--- src/rtl/t01_ai_cand_seq_pkg.sv ---
// t01_ai_pkg: shared types and constants for the Tetris AI candidate sequencer.
// Holds the piece family and FSM state enums, the block-type count and the
// per-family (first type, rotation count) table.
package t01_ai_pkg;

  localparam int unsigned NUM_TYPES = 19;
  localparam int unsigned TYPE_W    = 5;
  localparam int unsigned X_W       = 4;
  localparam int unsigned PIECE_W   = 3;
  localparam int unsigned WIDTH_W   = 3;
  localparam int unsigned ROT_W     = 3;

  typedef enum logic [PIECE_W-1:0] {
    PIECE_I   = 3'd0,
    PIECE_O   = 3'd1,
    PIECE_S   = 3'd2,
    PIECE_Z   = 3'd3,
    PIECE_L   = 3'd4,
    PIECE_J   = 3'd5,
    PIECE_T   = 3'd6,
    PIECE_INV = 3'd7
  } piece_e;

  typedef enum logic [2:0] {
    ST_IDLE    = 3'd0,
    ST_ISSUE   = 3'd1,
    ST_WAIT    = 3'd2,
    ST_ADVANCE = 3'd3,
    ST_FIN     = 3'd4
  } state_e;

  localparam logic [TYPE_W-1:0] FIRST_I = 5'd0;
  localparam logic [TYPE_W-1:0] FIRST_O = 5'd2;
  localparam logic [TYPE_W-1:0] FIRST_S = 5'd3;
  localparam logic [TYPE_W-1:0] FIRST_Z = 5'd5;
  localparam logic [TYPE_W-1:0] FIRST_L = 5'd7;
  localparam logic [TYPE_W-1:0] FIRST_J = 5'd11;
  localparam logic [TYPE_W-1:0] FIRST_T = 5'd15;

  localparam logic [ROT_W-1:0] ROT_I = 3'd2;
  localparam logic [ROT_W-1:0] ROT_O = 3'd1;
  localparam logic [ROT_W-1:0] ROT_S = 3'd2;
  localparam logic [ROT_W-1:0] ROT_Z = 3'd2;
  localparam logic [ROT_W-1:0] ROT_L = 3'd4;
  localparam logic [ROT_W-1:0] ROT_J = 3'd4;
  localparam logic [ROT_W-1:0] ROT_T = 3'd4;

endpackage

--- src/rtl/t01_ai_cand_seq_if.sv ---
// t01_ai_cand_seq_if: candidate handshake between the sequencer and the MMU scorer.
//   mmu_start    : one-cycle pulse, score the current candidate
//   mmu_done     : one-cycle pulse, scoring finished
//   blockX_o     : candidate left-edge column
//   block_type_o : candidate block type 0..18
// master = sequencer side, slave = MMU / selector side.
interface t01_ai_cand_seq_if;
  import t01_ai_pkg::*;

  logic              mmu_start;
  logic              mmu_done;
  logic [X_W-1:0]    blockX_o;
  logic [TYPE_W-1:0] block_type_o;

  modport master (
    output mmu_start,
    output blockX_o,
    output block_type_o,
    input  mmu_done
  );

  modport slave (
    input  mmu_start,
    input  blockX_o,
    input  block_type_o,
    output mmu_done
  );

endinterface

--- src/rtl/t01_ai_piece_lut.sv ---
// t01_ai_piece_lut: combinational piece geometry lookup.
//   block_type   in  : block type whose width is wanted
//   piece        in  : piece family
//   width_c      out : width in columns of block_type (0 for out-of-range types)
//   first_type_c out : first block type of the family
//   rot_cnt_c    out : number of rotations (block types) of the family
module t01_ai_piece_lut
  import t01_ai_pkg::*;
(
  input  logic [TYPE_W-1:0]  block_type,
  input  piece_e             piece,
  output logic [WIDTH_W-1:0] width_c,
  output logic [TYPE_W-1:0]  first_type_c,
  output logic [ROT_W-1:0]   rot_cnt_c
);

  // Width per block type: I 4/1, O 2, then S/Z/L/J/T alternate 3,2 from their first type.
  always_comb begin
    width_c = WIDTH_W'(0);
    if (block_type < TYPE_W'(NUM_TYPES)) begin
      case (block_type)
        5'd0:    width_c = WIDTH_W'(4);
        5'd1:    width_c = WIDTH_W'(1);
        5'd2:    width_c = WIDTH_W'(2);
        5'd3, 5'd5, 5'd7, 5'd9, 5'd11, 5'd13, 5'd15, 5'd17:
                 width_c = WIDTH_W'(3);
        default: width_c = WIDTH_W'(2);
      endcase
    end
  end

  // Family to (first type, rotation count); the invalid family has no rotations.
  always_comb begin
    first_type_c = TYPE_W'(0);
    rot_cnt_c    = ROT_W'(0);
    case (piece)
      PIECE_I: begin first_type_c = FIRST_I; rot_cnt_c = ROT_I; end
      PIECE_O: begin first_type_c = FIRST_O; rot_cnt_c = ROT_O; end
      PIECE_S: begin first_type_c = FIRST_S; rot_cnt_c = ROT_S; end
      PIECE_Z: begin first_type_c = FIRST_Z; rot_cnt_c = ROT_Z; end
      PIECE_L: begin first_type_c = FIRST_L; rot_cnt_c = ROT_L; end
      PIECE_J: begin first_type_c = FIRST_J; rot_cnt_c = ROT_J; end
      PIECE_T: begin first_type_c = FIRST_T; rot_cnt_c = ROT_T; end
      default: begin first_type_c = TYPE_W'(0); rot_cnt_c = ROT_W'(0); end
    endcase
  end

endmodule

--- src/rtl/t01_ai_cand_seq.sv ---
// t01_ai_cand_seq: issues every legal (block_type, blockX) placement of a piece
// to the MMU scorer, one at a time, holding each until mmu_done.
//   clk, rst    : clock, synchronous active-high reset
//   start       : begin evaluation of piece_i (sampled only when idle)
//   piece_i     : piece family 0..6, 7 = invalid (no candidates)
//   mmu         : candidate handshake (mmu_start, mmu_done, blockX_o, block_type_o)
//   sel_clear   : pulse on start acceptance, clears the best-result selector
//   busy        : high while a run is in progress
//   done        : pulse once all candidates of a run are issued
//   cand_count  : candidates completed in the current or last run
//   timeout_err : sticky watchdog flag (only with T01_AI_SEQ_TIMEOUT_EN)
// Optional macro T01_AI_SEQ_TIMEOUT_EN: skip a candidate whose mmu_done does not
// arrive within TIMEOUT cycles and flag timeout_err.
module t01_ai_cand_seq
  import t01_ai_pkg::*;
#(
  parameter int unsigned NUM_COLS = 10,
  parameter int unsigned CNT_W    = 6
`ifdef T01_AI_SEQ_TIMEOUT_EN
  ,
  parameter int unsigned TIMEOUT  = 255
`endif
) (
  input  logic                 clk,
  input  logic                 rst,
  input  logic                 start,
  input  logic [PIECE_W-1:0]   piece_i,
  t01_ai_cand_seq_if.master    mmu,
  output logic                 sel_clear,
  output logic                 busy,
  output logic                 done,
  output logic [CNT_W-1:0]     cand_count
`ifdef T01_AI_SEQ_TIMEOUT_EN
  ,
  output logic                 timeout_err
`endif
);

  state_e             state_q, state_nxt;
  piece_e             piece_q, piece_nxt;
  logic [TYPE_W-1:0]  type_q, type_nxt;
  logic [X_W-1:0]     x_q, x_nxt;
  logic [CNT_W-1:0]   cnt_q, cnt_nxt;
  logic               mmu_start_q, mmu_start_nxt;
  logic               sel_clear_q, sel_clear_nxt;
  logic               busy_q, busy_nxt;
  logic               done_q, done_nxt;

  piece_e             lut_piece_c;
  logic [WIDTH_W-1:0] width_c;
  logic [TYPE_W-1:0]  first_type_c;
  logic [ROT_W-1:0]   rot_cnt_c;
  logic [TYPE_W-1:0]  last_type_c;
  logic [X_W-1:0]     xmax_c;

`ifdef T01_AI_SEQ_TIMEOUT_EN
  localparam int unsigned WD_W = (TIMEOUT > 2) ? $clog2(TIMEOUT) : 1;
  logic [WD_W-1:0] wdog_q, wdog_nxt;
  logic            terr_q, terr_nxt;
`endif

  // While idle the table must describe the incoming piece so its first type can be loaded.
  assign lut_piece_c = (state_q == ST_IDLE) ? piece_e'(piece_i) : piece_q;

  t01_ai_piece_lut u_lut (
    .block_type   (type_q),
    .piece        (lut_piece_c),
    .width_c      (width_c),
    .first_type_c (first_type_c),
    .rot_cnt_c    (rot_cnt_c)
  );

  assign last_type_c = first_type_c + TYPE_W'(rot_cnt_c) - TYPE_W'(1);
  assign xmax_c      = X_W'(NUM_COLS) - X_W'(width_c);

  // Next-state and next-output decode.
  always_comb begin
    state_nxt     = state_q;
    piece_nxt     = piece_q;
    type_nxt      = type_q;
    x_nxt         = x_q;
    cnt_nxt       = cnt_q;
    mmu_start_nxt = 1'b0;
    sel_clear_nxt = 1'b0;
`ifdef T01_AI_SEQ_TIMEOUT_EN
    wdog_nxt      = '0;
    terr_nxt      = terr_q;
`endif
    case (state_q)
      ST_IDLE: begin
        if (start) begin
          cnt_nxt = '0;
          if (piece_e'(piece_i) == PIECE_INV) begin
            state_nxt = ST_FIN;
          end else begin
            piece_nxt     = piece_e'(piece_i);
            type_nxt      = first_type_c;
            x_nxt         = '0;
            sel_clear_nxt = 1'b1;
            mmu_start_nxt = 1'b1;
            state_nxt     = ST_ISSUE;
          end
        end
      end
      ST_ISSUE: state_nxt = ST_WAIT;
      ST_WAIT: begin
        if (mmu.mmu_done) begin
          cnt_nxt   = cnt_q + CNT_W'(1);
          state_nxt = ST_ADVANCE;
        end
`ifdef T01_AI_SEQ_TIMEOUT_EN
        else if (wdog_q == WD_W'(TIMEOUT - 1)) begin
          terr_nxt  = 1'b1;
          state_nxt = ST_ADVANCE;
        end else begin
          wdog_nxt = wdog_q + WD_W'(1);
        end
`endif
      end
      ST_ADVANCE: begin
        if (x_q < xmax_c) begin
          x_nxt         = x_q + X_W'(1);
          mmu_start_nxt = 1'b1;
          state_nxt     = ST_ISSUE;
        end else if (type_q < last_type_c) begin
          type_nxt      = type_q + TYPE_W'(1);
          x_nxt         = '0;
          mmu_start_nxt = 1'b1;
          state_nxt     = ST_ISSUE;
        end else begin
          state_nxt = ST_FIN;
        end
      end
      ST_FIN:  state_nxt = ST_IDLE;
      default: state_nxt = ST_IDLE;
    endcase
  end

  assign busy_nxt = (state_nxt != ST_IDLE);
  // done is registered off FIN, so it lands on the cycle after FIN.
  assign done_nxt = (state_q == ST_FIN);

  // State and registered outputs.
  always_ff @(posedge clk) begin
    if (rst) begin
      state_q     <= ST_IDLE;
      piece_q     <= PIECE_I;
      type_q      <= '0;
      x_q         <= '0;
      cnt_q       <= '0;
      mmu_start_q <= 1'b0;
      sel_clear_q <= 1'b0;
      busy_q      <= 1'b0;
      done_q      <= 1'b0;
`ifdef T01_AI_SEQ_TIMEOUT_EN
      wdog_q      <= '0;
      terr_q      <= 1'b0;
`endif
    end else begin
      state_q     <= state_nxt;
      piece_q     <= piece_nxt;
      type_q      <= type_nxt;
      x_q         <= x_nxt;
      cnt_q       <= cnt_nxt;
      mmu_start_q <= mmu_start_nxt;
      sel_clear_q <= sel_clear_nxt;
      busy_q      <= busy_nxt;
      done_q      <= done_nxt;
`ifdef T01_AI_SEQ_TIMEOUT_EN
      wdog_q      <= wdog_nxt;
      terr_q      <= terr_nxt;
`endif
    end
  end

  assign mmu.mmu_start    = mmu_start_q;
  assign mmu.blockX_o     = x_q;
  assign mmu.block_type_o = type_q;
  assign sel_clear        = sel_clear_q;
  assign busy             = busy_q;
  assign done             = done_q;
  assign cand_count       = cnt_q;
`ifdef T01_AI_SEQ_TIMEOUT_EN
  assign timeout_err      = terr_q;
`endif

endmodule

--- src/flat_wrapper.sv ---
// flat-port wrapper written by rule: the top's interface ports become plain ports
module t01_ai_cand_seq_flat import t01_ai_pkg::*;
#(
  parameter int unsigned NUM_COLS = 10,
  parameter int unsigned CNT_W    = 6

)
  (clk, rst, start, piece_i, sel_clear, busy, done, cand_count, mmu_mmu_start, mmu_blockX_o, mmu_block_type_o, mmu_mmu_done);
  t01_ai_cand_seq_if mmu_i ();
  input  logic clk;
  input  logic rst;
  input  logic start;
  input  logic [PIECE_W-1:0] piece_i;
  output logic sel_clear;
  output logic busy;
  output logic done;
  output logic [CNT_W-1:0] cand_count;
  output wire logic [$bits(mmu_i.mmu_start)-1:0] mmu_mmu_start;
  output wire logic [$bits(mmu_i.blockX_o)-1:0] mmu_blockX_o;
  output wire logic [$bits(mmu_i.block_type_o)-1:0] mmu_block_type_o;
  input wire logic [$bits(mmu_i.mmu_done)-1:0] mmu_mmu_done;
  assign mmu_mmu_start = mmu_i.mmu_start;
  assign mmu_blockX_o = mmu_i.blockX_o;
  assign mmu_block_type_o = mmu_i.block_type_o;
  assign mmu_i.mmu_done = mmu_mmu_done;
  t01_ai_cand_seq #(.NUM_COLS(NUM_COLS), .CNT_W(CNT_W)) u_core (.clk(clk), .rst(rst), .start(start), .piece_i(piece_i), .mmu(mmu_i), .sel_clear(sel_clear), .busy(busy), .done(done), .cand_count(cand_count));
endmodule
--- config.mk ---
export PLATFORM = sky130hd
export DESIGN_NAME = t01_ai_cand_seq_flat
export DESIGN_NICKNAME = d
export VERILOG_FILES = /design/src/rtl/t01_ai_cand_seq_pkg.sv /design/src/rtl/t01_ai_cand_seq_if.sv /design/src/rtl/t01_ai_piece_lut.sv /design/src/rtl/t01_ai_cand_seq.sv /design/src/flat_wrapper.sv
export SDC_FILE = /design/constraint.sdc
export NUM_CORES = 1
export LEC_CHECK = 0
export CAP_MARGIN = 40
export CORE_ASPECT_RATIO = 2
export CORE_MARGIN = 2
export CORE_UTILIZATION = 59
export DETAILED_ROUTE_END_ITERATION = 7
export PLACE_DENSITY = 0.91
export RECOVER_POWER = 50
export SETUP_SLACK_MARGIN = 0.2
export SLEW_MARGIN = 25
export SYNTH_ARGS = -nofsm -noshare
export SYNTH_HDL_FRONTEND = slang
export SYNTH_SLANG_ARGS = --single-unit
export TNS_END_PERCENT = 5
--- constraint.sdc ---
create_clock -name clk -period 8.2 [get_ports clk]
set_input_delay 2.05 -clock clk [delete_from_list [all_inputs] [get_ports clk]]
set_output_delay 2.05 -clock clk [all_outputs]
set_load 0.03 [all_outputs]
==> flow_metrics.tcl <==
set metrics [dict create \
    drv_slew 0 \
    path_cells "dlygate4sd3_1 -> nand2_1 -> o211ai_1 -> nand2_1 -> ha_1 -> inv_1 -> ha_1 -> a21oi_1 -> inv_1 -> a21oi_1 -> xor2_1 -> ha_1 -> nand2_1 -> a21oi_1 -> a211oi_4 -> o21ai_1 -> or3_1 -> a21oi_1" \
    grt_pass1_wl_mm 6.74 \
    rr_worst_depth 17 \
    setup_tns_ns 0 \
    synth_edf_count 0 \
    fin_worst_skew_ns 0.00498 \
    status "finished clean" \
    final_util_pct 68.5 \
    cts_tree "done" \
    cp-start-kind "input pin" \
    slowest_delay_ns 0.70 \
    hold_depth 2 \
    path_common_cell "a21oi_1" \
    wire_per_inst_um 14.8 \
    synth_area_um2 1970 \
    placed_area_um2 2120 \
    finalCriticalPeriod_ns 5.84 \
    p_leak_nw 0.974 \
    drt_iter0_markers 45 \
    crit_slowest_cell "dlygate4sd3_1" \
    post-dp-hpwl_mm 3.15 \
    finalCritPeriodShare_pct 71.3 \
    drive_gt1_share_pct 8.50 \
    die_w_um 44.9 \
    setup_viol 0 \
    yosysWarnings 0 \
    drv_cap 0 \
    grt_pass1_vias 1619 \
    max-vdd-ir-drop_v 0.000155 \
    worstPathRequired_ns 8.41 \
    ant_nets 0 \
    powerDensity_nw_per_um2 204 \
    final_net_count 272 \
    cp.arrival_ns 6.05 \
    htree_levels 1 \
    cts_setup_buffers 0 \
    die_h_um 85.8 \
    syn_inst 232 \
    drt_pass1_iterations 4 \
    synth-async-reset-ratio_pct 0 \
    rsz0062_at_grt "false" \
    pin_count 26 \
    tightest_slew_ns 0.761 \
    clock_path_buffers 2 \
    antenna_found_initial 0 \
    syn_nets 256 \
    root_buffer "clkbuf_8" \
    final_common_cell "dfxtp_1" \
    worstSkewPairLatency_ns 0.28 \
    final_cell_mix "dfxtp_1 (28), nor2_1 (24), nand2_1 (22)" \
    io_buffers 25 \
    holdBufCountCts 0 \
    initial_core_util_pct 61.8 \
    ys_seq_area_share_pct 28.4 \
    cp_max_fo 9 \
    grt_start_max_net_pins 21 \
    antennaDiodeCount 0 \
    viasPerCell 6.23 \
    cts-resized-gates 0 \
    post-route-drc-count 0 \
    cts_buffers 3 \
    clock-sinks 28 \
    core_um2 3190 \
    ys_ff_latch 28 \
    hold_viol 0 \
    num_vias 1733 \
    max_freq_mhz 171 \
    synth_cell_types 47 \
    worstSetupEndpointType "flop" \
    gp_congestion 0.920 \
    relSlewSlack_pct 49.1 \
    fill_cells 245 \
    track_usage_pct 23.0 \
    std_cell_rows 29 \
    wirelength_mm 4.12 \
    criticalPathCategory "in -> reg" \
    final_area_um2 2190 \
    die-area_um2 3850 \
    avgSynthCellArea_um2 8.50 \
    path_clk_slew_ns 0.09 \
    syn_to_final_growth_pct 11.0 \
    grt_overflow 0 \
    ys.flop_type "dfxtp_1" \
    min_path_type "reg -> reg" \
]
[routing by layer]
metal	wire, µm	global-route usage [%]
met2	2280	41.8
met3	109	1.47
met5	0	0
met1	1530	22.8
met4	197	16.6
[final timing paths]
kind              slack (ns)            startpoint                      to
setup / recovery        2.36            piece_i[0]  u_core.mmu.blockX_o[3]
hold / removal          0.50  u_core.cand_count[1]    u_core.cand_count[1]
hold reg to reg         0.50  u_core.cand_count[1]    u_core.cand_count[1]
setup reg to reg        4.09     u_core.state_q[2]  u_core.mmu.blockX_o[3]
[synth_stat cells, types with 2 or more instances]
library cell	number	share of area [%]
a21o_1	2	0.76
buf_2	3	0.76
a211o_1	2	0.89
or3_1	2	0.63
ha_1	17	11
inv_1	10	1.9
nand2b_1	2	0.63
and2_1	2	0.63
buf_6	3	1.7
nor3b_1	3	1.1
and3_1	2	0.63
nand3_1	7	1.8
dfxtp_1	28	28
a31o_2	2	0.89
nand4_1	2	0.63
mux2_2	2	1.1
a211oi_1	2	0.76
o211ai_1	7	2.7
nor3_1	10	2.5
xnor2_1	2	0.89
nand2_1	22	4.2
xor2_1	11	4.9
nand3b_1	2	0.76
a31oi_1	7	2.2
and3_2	4	1.5
o21ai_0	6	1.5
nor2_1	24	4.6
mux2i_1	4	2.0
clkbuf_8	6	4.2
a21oi_1	18	4.6
a22oi_1	2	0.76
[where the power goes]
| part | switching [W] | leakage (nW) | internal [W] |
|---|---|---|---|
| Clock | 0.0000429 | 0.0357 | 0.0000654 |
| Sequential | 0.0000170 | 0.228 | 0.000147 |
| Combinational | 0.000102 | 0.709 | 0.0000717 |
| Total | 0.000162 | 0.974 | 0.000284 |
[kinds of logic (layout without fill, tap and decap cells)]
group / Yosys count / after routing / synth area share (%)
and+or+nand+nor: 91 / 91 / 24.5
AOI/OAI and AO/OA: 53 / 53 / 18.2
DFF: 28 / 28 / 28.4
buffers and inverters: 24 / 39 / 9.14
adders and majority gates: 17 / 17 / 10.8
xor gates and xnor gates: 13 / 13 / 5.77
muxes: 6 / 6 / 3.17
[metrics by stage]
stage               setup slack, ns  hold slack (ns)  std cells  power [W]
CTS                            2.45            0.507        278   0.000449
finish                         2.36            0.499        278   0.000446
global route                   2.08            0.525        278   0.000474
floorplan                      3.06            0.504        232   0.000306
detailed placement             2.23            0.487        274   0.000337
global placement               2.36            0.482        274   0.000333
[layout make-up]
type | count | area, µm² | share of cell area [%]
clock buffer | 3 | 41.3 | 1.89
clock inverter | 1 | 30.0 | 1.37
inverter | 10 | 37.5 | 1.72
multi-input combinational | 180 | 1230 | 56.2
sequential | 28 | 561 | 25.6
tap | 31 | 38.8 | 1.77
timing repair buffer | 25 | 250 | 11.4
[worst max-delay path, delay by kind of cell]
kind	cells	cell delay, ns
AND/OR/NAND/NOR	4	0.69
XOR/XNOR	1	0.20
AO/OA/AOI/OAI	7	1.41
adder cells (fa/ha/maj)	3	0.88
buffers and inverters	3	0.82
Note: power is estimated with default switching activity, not from simulation.
